==> src/rtl/counter_pkg.sv <==
// Shared state type and default timing constants for the up/down event generator.
package counter_pkg;

  typedef enum logic [1:0] {
    IDLE,
    FIRE,
    HOLD,
    RPT
  } chan_state_t;

  localparam int DEF_DEBOUNCE_CYCLES = 4;
  localparam int DEF_REPEAT_DELAY    = 10;
  localparam int DEF_REPEAT_PERIOD   = 3;

  localparam int STABLE_W = 8;
  localparam int TIMER_W  = 16;

endpackage

==> src/rtl/btn_channel.sv <==
// One button channel: 2-flop synchronizer, debouncer and pulse/auto-repeat FSM.
// Auto-repeat after the first pulse is enabled by defining UPDOWN_AUTO_REPEAT_EN.
module btn_channel
  import counter_pkg::*;
#(
  parameter int DEBOUNCE_CYCLES = DEF_DEBOUNCE_CYCLES,
  parameter int REPEAT_DELAY    = DEF_REPEAT_DELAY,
  parameter int REPEAT_PERIOD   = DEF_REPEAT_PERIOD
) (
  input  logic i_clk,
  input  logic i_rst,
  input  logic i_raw,
  output logic o_pulse,
  output logic o_level
);

  localparam logic [STABLE_W-1:0] STABLE_LAST = STABLE_W'(DEBOUNCE_CYCLES - 1);
  localparam logic [TIMER_W-1:0]  DELAY_LOAD  = TIMER_W'(REPEAT_DELAY - 1);
  localparam logic [TIMER_W-1:0]  PERIOD_LOAD = TIMER_W'(REPEAT_PERIOD - 1);

  logic [1:0]          r_sync;
  logic                r_level;
  logic [STABLE_W-1:0] r_stableCnt;
  chan_state_t         r_state;
  chan_state_t         w_stateNext;
  logic [TIMER_W-1:0]  r_timer;
  logic [TIMER_W-1:0]  w_timerNext;
  logic                w_accept;
  logic                w_rise;
  logic                w_fall;
  logic                w_pulse;

  assign w_accept = (r_sync[1] != r_level) && (r_stableCnt == STABLE_LAST);
  assign w_rise   = w_accept && !r_level;
  assign w_fall   = w_accept && r_level;

  always_ff @(posedge i_clk) begin
    if (i_rst) begin
      r_sync      <= '0;
      r_level     <= 1'b0;
      r_stableCnt <= '0;
    end else begin
      r_sync <= {r_sync[0], i_raw};
      if ((r_sync[1] == r_level) || w_accept) begin
        r_stableCnt <= '0;
      end else begin
        r_stableCnt <= r_stableCnt + STABLE_W'(1);
      end
      if (w_accept) begin
        r_level <= ~r_level;
      end
    end
  end

  always_ff @(posedge i_clk) begin
    if (i_rst) begin
      r_state <= IDLE;
      r_timer <= '0;
    end else begin
      r_state <= w_stateNext;
      r_timer <= w_timerNext;
    end
  end

  // The FSM moves on the same edge the debounced level changes, so a
  // release suppresses any pulse that would coincide with it.
  always_comb begin
    w_stateNext = r_state;
    w_timerNext = r_timer;
    w_pulse     = 1'b0;
    case (r_state)
      IDLE: begin
        if (w_rise) begin
          w_stateNext = FIRE;
        end
      end
      FIRE: begin
        w_pulse     = 1'b1;
        w_stateNext = HOLD;
        w_timerNext = DELAY_LOAD;
      end
      HOLD, RPT: begin
        if (r_timer == '0) begin
          w_timerNext = PERIOD_LOAD;
`ifdef UPDOWN_AUTO_REPEAT_EN
          w_pulse     = 1'b1;
          w_stateNext = RPT;
`else
          w_stateNext = HOLD;
`endif
        end else begin
          w_timerNext = r_timer - TIMER_W'(1);
        end
      end
      default: begin
        w_stateNext = IDLE;
      end
    endcase
    if (w_fall) begin
      w_stateNext = IDLE;
      w_timerNext = '0;
      w_pulse     = 1'b0;
    end
  end

  assign o_pulse = w_pulse;
  assign o_level = r_level;

endmodule

==> src/rtl/updown_event_gen.sv <==
// Turns bouncy up/down buttons into one-cycle inc/dec strobes for an up/down counter.
// Auto-repeat (in btn_channel) is enabled by defining UPDOWN_AUTO_REPEAT_EN.
module updown_event_gen
  import counter_pkg::*;
#(
  parameter int INC_SIZE        = 1,
  parameter int DEC_SIZE        = 1,
  parameter int DEBOUNCE_CYCLES = DEF_DEBOUNCE_CYCLES,
  parameter int REPEAT_DELAY    = DEF_REPEAT_DELAY,
  parameter int REPEAT_PERIOD   = DEF_REPEAT_PERIOD
) (
  input  logic                clk,
  input  logic                rst,
  input  logic                up_raw,
  input  logic                down_raw,
  output logic [INC_SIZE-1:0] inc,
  output logic [DEC_SIZE-1:0] dec,
  output logic                busy
);

  logic                w_upPulse;
  logic                w_upLevel;
  logic                w_downPulse;
  logic                w_downLevel;
  logic [INC_SIZE-1:0] r_inc;
  logic [DEC_SIZE-1:0] r_dec;

  btn_channel #(
    .DEBOUNCE_CYCLES(DEBOUNCE_CYCLES),
    .REPEAT_DELAY   (REPEAT_DELAY),
    .REPEAT_PERIOD  (REPEAT_PERIOD)
  ) u_upChannel (
    .i_clk  (clk),
    .i_rst  (rst),
    .i_raw  (up_raw),
    .o_pulse(w_upPulse),
    .o_level(w_upLevel)
  );

  btn_channel #(
    .DEBOUNCE_CYCLES(DEBOUNCE_CYCLES),
    .REPEAT_DELAY   (REPEAT_DELAY),
    .REPEAT_PERIOD  (REPEAT_PERIOD)
  ) u_downChannel (
    .i_clk  (clk),
    .i_rst  (rst),
    .i_raw  (down_raw),
    .o_pulse(w_downPulse),
    .o_level(w_downLevel)
  );

  // Simultaneous up and down events cancel so the counter sees no net change.
  always_ff @(posedge clk) begin
    if (rst) begin
      r_inc <= '0;
      r_dec <= '0;
    end else begin
      r_inc <= (w_upPulse && !w_downPulse) ? '1 : '0;
      r_dec <= (w_downPulse && !w_upPulse) ? '1 : '0;
    end
  end

  assign inc  = r_inc;
  assign dec  = r_dec;
  assign busy = w_upLevel | w_downLevel;

endmodule

==> config.mk <==
export PLATFORM = sky130hd
export DESIGN_NAME = updown_event_gen
export DESIGN_NICKNAME = d
export VERILOG_FILES = /design/src/rtl/counter_pkg.sv /design/src/rtl/btn_channel.sv /design/src/rtl/updown_event_gen.sv
export SDC_FILE = /design/constraint.sdc
export NUM_CORES = 1
export LEC_CHECK = 0
export CORE_ASPECT_RATIO = 1.75
export CORE_MARGIN = 5
export CORE_UTILIZATION = 60
export DETAILED_ROUTE_END_ITERATION = 7
export PLACE_DENSITY_LB_ADDON = 0.15
export SKIP_CTS_REPAIR_TIMING = 1
export SYNTH_ARGS = -nofsm -noshare
export SYNTH_HDL_FRONTEND = slang
export SYNTH_SLANG_ARGS = --single-unit
==> constraint.sdc <==
create_clock -name clk -period 3 [get_ports clk]
set_clock_uncertainty 0.05 [all_clocks]
set_input_delay 0.3 -clock clk [delete_from_list [all_inputs] [get_ports clk]]
set_output_delay 0.3 -clock clk [all_outputs]
set_load 0.02 [all_outputs]
[Word level (Yosys, flattened, before mapping)]
Cells that the tools add are included.
Word-level totals
  bits in registers: 60
  bits in latches: 0
  RAM bits: 0
  ROM bits: 0
  input port bits: 4
  output and inout bits: 3
  logic and storage cells: 79
  memories: 0
Operators by class
  $add $sub $neg: 4
  $mul: 0
  div/mod/pow operators: 0
  $lt $le $gt $ge: 0
  equal/unequal tests: 16
  shift operators: 0
  muxes and demuxes: 16
  bitwise operators: 3
  reductions and logical operators: 28
Operators with widths (number)
  $pmux W16 S2: 2
  $logic_not A16 Y1: 2
  $mux W16: 2
  $sub A16 B1 Y16 const B: 2
  $add A8 B1 Y8 const B: 2
  $eq A8 B2 Y1 const B: 2
  $pmux W2 S3: 2
  $reduce_or A2 Y1: 6
  $eq A2 B2 Y1 const B: 4
  $logic_and A1 B1 Y1: 8
  $mux W2: 4
  $ne A2 B1 Y1 const B: 4
  $mux W1: 6
  $eq A2 B1 Y1 const B: 2
  $logic_not A1 Y1: 4
  $logic_not A2 Y1: 2
  $reduce_and A2 Y1: 2
  $reduce_bool A2 Y1: 2
  $eq A1 B1 Y1: 2
  $logic_or A1 B1 Y1: 2
  $ne A1 B1 Y1: 2
  $not A1 Y1: 2
  $or A1 B1 Y1: 1

[Longest topological paths before layout]
  depth in word-level cells: 7
  depth in mapped cells: 9
  depth with buffers taken out: 7

[By module]
A second synthesis with hierarchy kept.
Unflattened totals
  cells, all modules: 335
  area total of the unflattened synthesis: 2886.5 um^2
By module, submodules not included
  btn_channel: times used 2, cells an instance 165, area an instance 1412.6 um^2, seq. area each 580.6 um^2
  updown_event_gen: times used 1, cells an instance 5, area an instance 61.3 um^2, seq. area each 40.0 um^2

[Least setup slack after synthesis]
Ideal clock, no wire load.
  path kind: flip-flop to flip-flop
  from: reg u_upChannel.r_stableCnt[0]
  to: reg u_upChannel.r_timer[7]
  data arrival time: 1.722 ns
  slack: 1.096 ns
  stages on the path, launching flop included: 8
  buffers on the path: 2
  clock period less this slack: 1.904 ns
  cells stage by stage: dfxtp_1 > ha_1 > or4b_4 > nor4_4 > a21o_1 > buf_6 > buf_12 > a31oi_1
On the way
  cells in the longest elaborated chain, start to end: 4
Ends and longest elaborated chain
  from (decl): line btn_channel.sv:23  | logic [STABLE_W-1:0] r_stableCnt;
  from (signal assigned): line btn_channel.sv:47  | r_stableCnt <= r_stableCnt + STABLE_W'(1);
  $eq A8 B2 Y1: line btn_channel.sv:33  | assign w_accept = (r_sync[1] != r_level) && (r_stableCnt == STABLE_LAST);
  $logic_and A1 B1 Y1: line btn_channel.sv:33
  $logic_and A1 B1 Y1: line btn_channel.sv:35  | assign w_fall = w_accept && r_level;
  $reduce_or A2 Y1 (no source line)
  to (signal assigned): line btn_channel.sv:61  | r_timer <= w_timerNext;
  to (decl): line btn_channel.sv:26  | logic [TIMER_W-1:0] r_timer;
Every way passes these cells.
A chain may end at the register's enable or synchronous reset.

[Worst setup path after layout]
  from: reg u_upChannel.r_timer[0]
  to: reg u_upChannel.r_timer[8]
On the way
  cells in the longest elaborated chain, start to end: 3
  elaborated cells on any way between the ends: 4
  those cells by class: add/sub (1); mux (2); reduce/logical (1)
Ends and longest elaborated chain
  $sub A16 B1 Y16 or $logic_not A16 Y1 (tied branches): line btn_channel.sv:92, btn_channel.sv:83
  $mux W16 (*): line btn_channel.sv:83  | if (r_timer == '0) begin
  $pmux W16 S2 (*): line btn_channel.sv:71  | case (r_state)
Every way passes the cells marked *; elsewhere a longest branch is shown, timed or not.

==> reports/qor.csv <==
stage;metric;value;unit
sta;max_freq;0.447;GHz
worst_setup_path;cp-end-kind;register;
global_routing;grt_pass1_wl;10.5;mm
floorplan;die-area;0.00646;sq mm
sta;slew_violations;0;
clocking;path_clk_slew;70;ps
sta;tightestPinTransition;712;ps
detailed_routing;drt_iter0_markers;240;
sta;whs;400;ps
placed_design;dp_hpwl;4.24;mm
synthesis;synth_edf_count;0;
global_routing;grt_pass1_vias;2405;
flow_run;maxCapViolCount;0;
detailed_routing;totalWireLength;5.94;mm
floorplan;core-area;0.00471;sq mm
clocking;htree_levels;3;
detailed_routing;vias_per_cell;6.16;
floorplan;ios;7;
clocking;cts_buffers;9;
worst_setup_path;worstPathMaxFanout;19;
synthesis;ys_ff_latch;60;
global_routing;grtUsageTotal;0.199;
synthesis;yosysTopAreaCell;dfxtp_1;
global_routing;grt_remaining_overflow;0;
detailed_routing;dr.pass1.iters;5;
sta;maxSlewHeadroom;0.524;
floorplan;row_count;33;
floorplan;initial_core_util;0.625;
detailed_routing;avgRoutedWirePerCell;14.8;um
sta;hold_viol;0;
synthesis;avgSynthCellArea;8.65;sq um
sta;setup_viol;0;
worst_setup_path;r2r_slack;760;ps
placed_design;place_congestion;0.828;
finish;final_nets;353;
sta;timing.final.crit_share;0.746;
synthesis;ys.warnings.count;0;
clocking;clockBufferDepth;2;
power_and_ir_drop;power.density;453;mW/mm^2
synthesis;synth_fp_nets;348;
min_path;hold_path_class;register to register;
worst_setup_path;startpoint_type;register;
synthesis;synth_top_area_share;0.409;
sta;fin_crit;2240;ps
worst_setup_path;cp.required;3190;ps
synthesis;netlist_area;0.00294;sq mm
worst_setup_path;worstSetupPathType;register to register;
worst_setup_path;crit_arrival;2430;ps
floorplan;die_w;62.9;um
power_and_ir_drop;p_leak;1.13;nW
synthesis;synthTopCellsByArea;dfxtp_1 41%, nor2_1 6.1%, a21oi_1 3.9%;
status;status;completed;
synthesis;async_reset_ff_frac;0;
detailed_routing;antenna_left;0;
detailed_routing;dr_total_vias;2465;
synthesis;synthFlopType;dfxtp_1;
global_routing;grt_max_degree;20;
clocking;clkLatencyLatePin;340;ps
clocking;cts_tree;yes;
power_and_ir_drop;peakVddDrop;0.311;mV
detailed_routing;drc;0;
sta;setup_tns;0;ps
clocking;root_buffer;clkbuf_8;
worst_setup_path;r2r.worst_path.cells;7;
synthesis;synth_seq_area_share;0.409;
synthesis;synthesis.instances;340;
worst_setup_path;rr_endpoint;u_upChannel.r_timer[8]$_SDFFE_PP0N_;
floorplan;die_h;103;um
worst_setup_path;timing.rr.start;u_upChannel.r_timer[0]$_SDFFE_PP0N_;
worst_setup_path;critPathCapture;u_upChannel.r_timer[8]$_SDFFE_PP0N_;
finish;areaGrowthSynthToFinish;6.98;%
clocking;cts.sink_count;60;
finish;antenna_cells;0;
worst_setup_path;setup.worst_path.start;u_upChannel.r_timer[0]$_SDFFE_PP0N_;
synthesis;ys_types;57;
sta;rsz0062_at_grt;false;
finish;drive_gt1_frac;0.103;
global_routing;antenna_found_initial;0;
placed_design;place.port_buffers;6;
[Yosys cell counts, types with 3 or more instances]
cell type and n:
nand4_1 4, nand4b_1 5, ha_1 4, nand3_1 12, nand2b_1 7, clkbuf_1 6
o21ai_0 6, xor2_1 8, a311oi_1 5, dfxtp_1 60, buf_2 5, inv_1 10
nor2b_1 8, and3_1 4, a21oi_1 23, a31oi_1 9, a21o_1 3, nor4_1 7
nor3b_1 3, nor3_1 9, mux2i_1 3, nor2_1 48, or2_2 5, xnor2_1 9
or3_1 8, nand2_1 27, nor4_4 3
[state kept, by name, indices dropped and copies added, names as in the netlist]
signal,count
u_upChannel.r_sync,2
u_upChannel.r_state,2
u_upChannel.r_timer,16
u_downChannel.r_timer,16
u_downChannel.r_state,2
u_downChannel.o_level,1
u_downChannel.r_sync,2
u_downChannel.r_stableCnt,8
dec,1
u_upChannel.o_level,1
u_upChannel.r_stableCnt,8
inc,1
[power by group]
group / internal, W / switching (W) / leakage [nW]
clock network: 0.000287 / 0.000311 / 0.0807
registers: 0.000800 / 0.00000254 / 0.484
logic: 0.00000918 / 0.0000146 / 0.563
total: 0.00110 / 0.000328 / 1.13
[worst min path at each step]
stage	slack, ps	from	endpoint	cells after the start
floorplan	360	u_downChannel.r_sync[0]$_SDFF_PP0_	u_downChannel.r_sync[1]$_SDFF_PP0_	1
global placement	370	u_upChannel.r_sync[0]$_SDFF_PP0_	u_upChannel.r_sync[1]$_SDFF_PP0_	1
detailed placement	390	u_upChannel.r_sync[0]$_SDFF_PP0_	u_upChannel.r_sync[1]$_SDFF_PP0_	1
CTS	400	u_upChannel.r_sync[0]$_SDFF_PP0_	u_upChannel.r_sync[1]$_SDFF_PP0_	1
global route	410	u_upChannel.r_sync[0]$_SDFF_PP0_	u_upChannel.r_sync[1]$_SDFF_PP0_	1
finish	400	u_upChannel.r_sync[0]$_SDFF_PP0_	u_upChannel.r_sync[1]$_SDFF_PP0_	1
[cells by family (layout without fill, tap and decap cells)]
logic type / Yosys count / in the layout / share of synthesized area
simple gates: 166 / 166 / 0.320
compound gates: 65 / 65 / 0.147
flops: 60 / 60 / 0.409
buf+inv: 25 / 33 / 0.0460
xor+xnor: 17 / 17 / 0.0506
fa+ha+maj: 4 / 4 / 0.0170
mux: 3 / 3 / 0.0102
[per-stage QoR]
step | setup WS, ps | instances | power, W | util | cell area (sq um)
2_1_floorplan | 1100 | 340 | 0.000840 | - | 2940
3_3_place_gp | 828 | 386 | 0.000844 | 0.635 | 2990
3_5_place_dp | 761 | 386 | 0.000844 | 0.635 | 2990
4_1_cts | 749 | 400 | 0.00144 | 0.668 | 3150
5_1_grt | 594 | 400 | 0.00148 | 0.668 | 3150
6_report | 761 | 400 | 0.00142 | 0.668 | 3150
[cell usage in the layout, fill, tap and decap left out, drive strengths merged, types with 5 or more instances in the layout]
| cell type | count |
|---|---|
| xor2 | 8 |
| nand3 | 12 |
| nand2 | 27 |
| nor2 | 49 |
| xnor2 | 9 |
| nor4 | 12 |
| a311oi | 5 |
| or2 | 5 |
| a31oi | 9 |
| clkbuf | 9 |
| inv | 10 |
| nand2b | 7 |
| nor2b | 8 |
| or3 | 8 |
| dfxtp | 60 |
| nor3 | 10 |
| o21ai | 7 |
| a21oi | 23 |
| nand4b | 5 |
| clkdlybuf4s50 | 6 |
[final cells by class]
| type | instances | area, sq um |
|---|---|---|
| tap | 52 | 65.1 |
| clock buffer | 9 | 124 |
| inverter | 10 | 37.5 |
| timing repair buffer | 9 | 82.6 |
| fill | 393 | 1560 |
| sequential | 60 | 1200 |
| clock inverter | 5 | 31.3 |
| multi-input combinational | 255 | 1600 |
[critical path, stage by stage (launching register included)]
cell and delay, ps:
dfxtp_1 380, inv_1 80, ha_1 240, nor4b_1 150
nand4_1 160, and2_1 610, a41oi_1 200, a311oi_1 280
[per-layer routing]
| metal | routed length [um] | up-vias | GRT usage |
|---|---|---|---|
| li1 | - | 1230 | - |
| met1 | 2420 | 1162 | 0.218 |
| met2 | 3150 | 57 | 0.357 |
| met3 | 202 | 16 | 0.0502 |
| met4 | 158 | 0 | 0.0964 |
| met5 | 0 | - | 0 |
Note: power is estimated with default switching activity, not from simulation.
